## config.mk

```make
export PLATFORM = sky130hd
export DESIGN_NAME = jt49_mixn
export DESIGN_NICKNAME = d
export VERILOG_FILES = /design/src/rtl/jt49_mixn.sv
export SDC_FILE = /design/constraint.sdc
export NUM_CORES = 1
export LEC_CHECK = 0
export ABC_AREA = 1
export CAP_MARGIN = 10
export CORE_MARGIN = 2
export CORE_UTILIZATION = 40
export DETAILED_ROUTE_END_ITERATION = 8
export GPL_ROUTABILITY_DRIVEN = 0
export PLACE_DENSITY = 0.67
export RECOVER_POWER = 50
export SLEW_MARGIN = 20
export SYNTH_ARGS = -nofsm -noshare
export SYNTH_HDL_FRONTEND = slang
export SYNTH_SLANG_ARGS = --single-unit
```

## constraint.sdc

```tcl
create_clock -name clk -period 2.2 [get_ports clk]
set_input_delay 0.44 -clock clk [delete_from_list [all_inputs] [get_ports clk]]
set_output_delay 0.44 -clock clk [all_outputs]
set_load 0.05 [all_outputs]
```

## src/rtl/jt49_mixn.sv

```systemverilog
// N-channel PSG mixer: one shared log-to-linear converter is time-multiplexed
// across the channels, producing per-channel levels, their sum and a strobe.

module jt49_exp (
    input  logic       clk,
    input  logic       rst_n,
    input  logic [1:0] comp,
    input  logic [4:0] din,
    output logic [7:0] dout
);
    localparam logic [7:0] TAB0 [0:31] = '{
        8'd0,   8'd1,   8'd2,   8'd2,   8'd2,   8'd3,   8'd3,   8'd4,
        8'd5,   8'd6,   8'd7,   8'd8,   8'd10,  8'd11,  8'd13,  8'd16,
        8'd19,  8'd23,  8'd27,  8'd32,  8'd38,  8'd45,  8'd54,  8'd64,
        8'd76,  8'd90,  8'd107, 8'd128, 8'd152, 8'd180, 8'd214, 8'd255};
    localparam logic [7:0] TAB1 [0:31] = '{
        8'd0,   8'd8,   8'd9,   8'd10,  8'd11,  8'd13,  8'd14,  8'd16,
        8'd18,  8'd20,  8'd23,  8'd25,  8'd28,  8'd32,  8'd36,  8'd40,
        8'd45,  8'd51,  8'd57,  8'd64,  8'd72,  8'd80,  8'd90,  8'd101,
        8'd114, 8'd128, 8'd143, 8'd161, 8'd180, 8'd202, 8'd227, 8'd255};
    localparam logic [7:0] TAB2 [0:31] = '{
        8'd0,   8'd1,   8'd1,   8'd1,   8'd1,   8'd1,   8'd1,   8'd1,
        8'd1,   8'd2,   8'd2,   8'd3,   8'd3,   8'd4,   8'd5,   8'd6,
        8'd8,   8'd10,  8'd13,  8'd16,  8'd20,  8'd26,  8'd32,  8'd40,
        8'd51,  8'd64,  8'd81,  8'd102, 8'd128, 8'd161, 8'd203, 8'd255};

    // Curve 3 is a plain linear ramp, clamped so full scale lands on 255.
    always_ff @(posedge clk or negedge rst_n) begin
        if (!rst_n) begin
            dout <= 8'd0;
        end else begin
            case (comp)
                2'b00:   dout <= TAB0[din];
                2'b01:   dout <= TAB1[din];
                2'b10:   dout <= TAB2[din];
                default: dout <= (din == 5'd31) ? 8'd255 : {din, 3'b000};
            endcase
        end
    end
endmodule

module jt49_mixn #(
    parameter  int         CH   = 3,
    parameter  logic [1:0] COMP = 2'b00,
    localparam int         AW   = 8 + $clog2(CH)
) (
    input  logic            clk,
    input  logic            rst_n,
    input  logic            clk_en,
    input  logic [5*CH-1:0] log_in,
    input  logic [CH-1:0]   ch_en,
    output logic [8*CH-1:0] lin_out,
    output logic [AW-1:0]   sound,
    output logic            sample
);
    localparam int SW = $clog2(CH + 1);

    logic [SW-1:0]   r_slot;
    logic [4:0]      r_log;
    logic [AW-1:0]   r_acc;
    logic [AW-1:0]   r_sound;
    logic [8*CH-1:0] r_linOut;
    logic            r_sample;
    logic [4:0]      w_logSel;
    logic [4:0]      w_logNext;
    logic [7:0]      w_lin;
    logic            w_chSlot;

    always_comb begin
        w_logSel = 5'd0;
        for (int k = 0; k < CH; k++) begin
            if (r_slot == SW'(k)) begin
                w_logSel = ch_en[k] ? log_in[5*k +: 5] : 5'd0;
            end
        end
    end

    // The converter sees the value r_log is about to take, so its registered
    // output always matches r_log and is valid at the next clk_en, whatever the duty.
    assign w_chSlot  = (r_slot < SW'(CH));
    assign w_logNext = (clk_en && w_chSlot) ? w_logSel : r_log;

    jt49_exp u_exp (
        .clk  (clk),
        .rst_n(rst_n),
        .comp (COMP),
        .din  (w_logNext),
        .dout (w_lin)
    );

    always_ff @(posedge clk or negedge rst_n) begin
        if (!rst_n) begin
            r_slot   <= '0;
            r_log    <= 5'd0;
            r_acc    <= '0;
            r_sound  <= '0;
            r_linOut <= '0;
            r_sample <= 1'b0;
        end else begin
            r_sample <= 1'b0;
            if (clk_en) begin
                if (w_chSlot) begin
                    r_log <= w_logSel;
                end
                if (r_slot == '0) begin
                    r_sound  <= r_acc;
                    r_acc    <= '0;
                    r_sample <= 1'b1;
                end else begin
                    r_acc <= r_acc + AW'(w_lin);
                    for (int k = 0; k < CH; k++) begin
                        if (r_slot == SW'(k + 1)) begin
                            r_linOut[8*k +: 8] <= w_lin;
                        end
                    end
                end
                r_slot <= (r_slot == SW'(CH)) ? '0 : r_slot + 1'b1;
            end
        end
    end

    assign lin_out = r_linOut;
    assign sound   = r_sound;
    assign sample  = r_sample;
endmodule
```

Word level (Yosys, flattened, before mapping)
Memory sizes are Yosys's and may differ from the RTL's. A register that Yosys moved wholly into a read port is not among the register bits.
Index checks and enable logic that the tools add are counted.
- register bits: 52
- memories: 1
- bits in writable memories: 0
- input port bits: 21
- output and inout bits: 35
- latch bits: 0
- bits in read-only memories: 256
- memories (memory ; depth ; width ; read ports ; clocked after memory_dff ; write ports ; RTL line ; source):
    (no name shown) ; 32 ; 8 ; 1 ; 1 ; 0 ; 33 ; 2'b00: dout <= TAB0[din];
- reduce and logical (&&, ||, !) cells: 8
- add/sub/neg operators: 2
- equality and inequality tests: 3
- magnitude comparators: 1
- divide/modulo/power cells: 0
- bitwise gates (word level): 2
- mux-type cells: 11
- shifts and indexed selects: 0
- multiply operators: 0
- operator list (kind ; number):
    $mux W5 ; 7
    $add A10 B8 Y10 ; 1
    $mux W10 ; 1
    $reduce_and A3 Y1 ; 3
    $not A5 Y6 ; 1
    $eq A2 B2 Y1 const B ; 2
    $reduce_and A2 Y1 ; 2
    $add A2 B1 Y2 const B ; 1
    $eq A2 B1 Y1 const B ; 1
    $logic_not A2 Y1 ; 1
    $lt A2 B2 Y1 const B ; 1
    $mux W1 ; 2
    $mux W2 ; 1
    $logic_and A1 B1 Y1 ; 1
    $logic_not A1 Y1 ; 1
    $not A1 Y1 ; 1

Logic depth before layout (Yosys ltp)
- word-level depth: 6
- mapped depth: 17
- depth with buffers taken out: 17

By module
Synthesis repeated with hierarchy kept, for this count alone.
- cells, all modules: 525
- area total of the unflattened synthesis: 3774.9 um^2
- by module, submodules not included (module ; cells an instance ; instances ; seq. area each (um^2) ; area each (um^2)):
    jt49_mixn ; 299 ; 1 ; 1301.2 ; 2503.7
    jt49_exp ; 226 ; 1 ; 200.2 ; 1271.2

Worst setup path after synthesis
No wires, ideal clock.
- path kind: reg2reg
- start: register r_slot[1]
- end: register u_exp.dout[3]
- setup slack: 0.118 ns
- data required time: 2.084 ns
- buffers on the path: 0
- data arrival time: 1.966 ns
- stages on the path, launching flop included: 17
- library setup time: 0.116 ns
- path through: dfrtp_1 > inv_1 > ha_1 > nand2_1 > inv_1 > nand2_1 > nand2_1 > nand2_1 > a21oi_1 > ha_1 > inv_1 > nand2_2 > inv_2 > nor2_1 > nand3_1 > nand2_1 > nand2_1
- longest elaborated chain between the ends: 6
- elaborated cells on any way between the ends: 10
- those cells by class: order compare: 1; eq/ne: 2; mux: 4; bitwise: 1; reduce/logical: 2
- RTL lines (what ; RTL line ; source):
    from (decl) ; 58 ; logic [SW-1:0] r_slot;
    from (signal assigned) ; 117 ; r_slot <= (r_slot == SW'(CH)) ? '0 : r_slot + 1'b1;
    $logic_not A2 Y1 ; 72 ; if (r_slot == SW'(k)) begin
    $mux W5 (3 in series) ; 72 ;
    $mux W5 * ; 81 ; assign w_logNext = (clk_en && w_chSlot) ? w_logSel : r_log;
    $not A5 Y6 * ; -- ;
    to (decl) ; 9 ; output logic [7:0] dout
Every way passes the cells marked *; elsewhere a longest branch is shown, timed or not.
A chain may end at the register's enable or synchronous reset.

Final worst setup path
- start: register r_slot[0]
- end: register u_exp.dout[3]
The elaborated chain is that of the path after synthesis.

==> impl_metrics.tcl <==
set metrics [dict create \
    routed_via_density 4.79 \
    dpl_worst_slack_ns -0.147 \
    coreArea_sq_um 7650 \
    power_frac_clock_pct 17.1 \
    hold_buffers 0 \
    fin_cells 591 \
    power.leakage_nw 2.12 \
    rows 32 \
    drt_iter0_drc 158 \
    final_cell_mix "nand2_1 (127), dfrtp_1 (60), clkdlybuf4s50_1 (54)" \
    place_area_sq_um 3970 \
    mostFrequentLayoutCell "nand2_1" \
    max_cap_violations 0 \
    dp_hpwl_um 5650 \
    seq_area_frac_synth_pct 48.1 \
    path_max_fanout 5 \
    setup_slack_ns 0.158 \
    relSlewSlack_pct 10.9 \
    required_ns 2.47 \
    ys_ff_latch 60 \
    ant_nets 0 \
    hold_class "primary input to asynchronous set/reset pin" \
    drc 0 \
    clock-root-buffer "clkbuf_8" \
    first_pass_iters 4 \
    path_clk_slew_ns 0.07 \
    outcome "complete, no violations" \
    fin_nets 522 \
    die_area_sq_um 8530 \
    slowest_stage "dfrtp_1" \
    p_comb_share_pct 56.4 \
    drive_above_1_share_pct 14.7 \
    tritoncts "done" \
    startpoint_type "flip-flop" \
    syn2layout_area_growth_pct 37.0 \
    syn-cell-area_sq_um 3120 \
    htree_levels 3 \
    cts_buffers 9 \
    die_h_um 92.4 \
    end_kind "flip-flop" \
    synthArstFlopShare_pct 100 \
    p_per_area_nw_per_um2 1630 \
    fin_skew_ns 0.0106 \
    clock_latency_ns 0.34 \
    synthesis.nets 432 \
    p_seq_share_pct 26.5 \
    grt_setup_unrepaired "true" \
    vias 2830 \
    vdd_drop_max_mv 0.585 \
    setup_violations 0 \
    avgRoutedWirePerCell_um 12.8 \
    die_w_um 92.4 \
    placed_cells 570 \
    first_global_vias 2871 \
    avgSynthCellArea_sq_um 7.93 \
    grt_usage_pct 19.6 \
    crit_top_cell "nand2_1" \
    crit_chain "buf_4, ha_4, inv_2, nand4_1, nand2_1, nand2_1, a21oi_2, buf_4, ha_1, nand2_1, a31oi_1, nand2_1, nand2_1" \
    grt_pass1_wl_um 13200 \
    p_sw_share_pct 46.0 \
    final_cell_area_sq_um 4280 \
    clock_sink_count 60 \
    final_max_slew_viol_count 0 \
    ios 56 \
    clockBufferDepth 2 \
    path_buf_inv 3 \
    synthCells 394 \
    antenna_found_initial 0 \
    crit_type "flip-flop to flip-flop" \
    diodes 0 \
    wirelength_um 7560 \
    synth_cell_types 26 \
    grt_overflow 0 \
    intPower_mw 3.76 \
    yosys_most_used_dff "dfrtp_1" \
    worst_pin_slew_ns 1.34 \
    synth_edf_count 0 \
    slowest_delay_ns 0.41 \
    min_period_ns 2.04 \
    start_util_pct 40.8 \
    arrival_ns 2.31 \
    yosysWarnings 0 \
    power_switching_mw 3.20 \
    critPathTopFamily "simple AND/OR/NAND/NOR gates" \
    hold_viol 0 \
    min_period_over_period_pct 92.8 \
    max_freq_ghz 0.490 \
    portBuffers 55 \
    grt_max_degree 38 \
]
==> power groups by stage <==
stage / Combinational (mW) / Sequential (mW) / Clock (mW)
after detailed placement: 3.75 / 1.86 / 0
after CTS: 3.77 / 1.85 / 1.21
after floorplan: 1.62 / 2.69 / 0
after global placement: 3.70 / 1.85 / 0
after global routing: 4.33 / 1.90 / 1.27
final: 3.92 / 1.84 / 1.19
==> state kept, by name, indices dropped and copies added, names as in the netlist <==
| name | flops |
|---|---|
| lin_out | 24 |
| r_acc | 10 |
| r_log | 5 |
| r_slot | 2 |
| sample | 1 |
| sound | 10 |
| u_exp.dout | 8 |
==> cells in the mapped netlist, types with 2 or more instances <==
| library cell | instances | area share (%) |
|---|---|---|
| o21ai_0 | 46 | 7.4 |
| nor2_1 | 21 | 2.5 |
| nand2_1 | 127 | 15 |
| inv_2 | 4 | 0.48 |
| buf_6 | 2 | 0.72 |
| nand2_2 | 3 | 0.60 |
| nand4_1 | 4 | 0.80 |
| or2_2 | 2 | 0.40 |
| dfrtp_1 | 60 | 48 |
| ha_1 | 16 | 6.4 |
| inv_1 | 44 | 5.3 |
| nand2_4 | 2 | 0.72 |
| a21oi_1 | 15 | 2.4 |
| clkbuf_1 | 6 | 0.72 |
| nand3_1 | 27 | 4.3 |
| o22ai_1 | 5 | 1.0 |
==> cell type report <==
type,instances,area (sq um)
tap,102,128
clock buffer,10,128
inverter,48,180
fill,719,3370
sequential,60,1500
timing repair buffer,88,792
clock inverter,6,111
multi-input combinational,277,1440
==> cell families after synthesis <==
| kind of cell | after synthesis | share of synthesized area, % |
|---|---|---|
| AOI/OAI and AO/OA | 72 | 12.5 |
| adders and majority gates | 17 | 7.05 |
| buffers and inverters | 57 | 7.37 |
| DFF | 60 | 48.1 |
| and+or+nand+nor | 188 | 25.0 |
==> metrics by stage <==
step           hold WS [ns]  utilization, %  setup TNS, ns  power (mW)
3_5_place_dp          0.475            51.9         -0.895        5.61
2_1_floorplan         0.144               -              0        4.31
4_1_cts               0.113            55.0              0        6.83
5_1_grt               0.503            55.9        -0.0403        7.51
3_3_place_gp          0.461            51.9         -0.592        5.55
6_report              0.390            55.9              0        6.96
==> metal layers <==
metal  vias to the layer above  GRT usage (%)  share of wire, %
met1                      1326           24.6                45
met3                        13           3.50               2.3
li1                       1445              -                 -
met5                         -              0                 0
met4                         0           8.08               1.9
met2                        46           33.5                51
==> timing repair <==
action,4_1_cts,5_1_grt
buffers inserted,0,5
gates resized for setup,0,13
endpoints found under the hold margin,0,0
endpoints found under the setup margin,0,8
==> final timing paths <==
| kind | from | endpoint | slack (ns) | cells past startpoint |
|---|---|---|---|---|
| max in group asynchronous | rst_n | lin_out[20] | 0.53 | 2 |
| worst min-delay path | rst_n | u_exp.dout[1] | 0.39 | 1 |
| worst max register to register | r_slot[0] | u_exp.dout[3] | 0.16 | 13 |
| worst max-delay path | r_slot[0] | u_exp.dout[3] | 0.16 | 13 |
| min in group clk | sound[8] | sound[8] | 0.48 | 2 |
| worst min register to register | sound[8] | sound[8] | 0.48 | 2 |
==> worst register-to-register path: cells and delay by family, from the launching register on <==
| family | cells | cell delay, ns |
|---|---|---|
| DFF | 1 | 0.41 |
| AOI/OAI and AO/OA | 2 | 0.36 |
| adders and majority gates | 2 | 0.37 |
| and+or+nand+nor | 6 | 0.45 |
| buffers and inverters | 3 | 0.39 |
No activity file was read; power rests on OpenSTA's default activity.
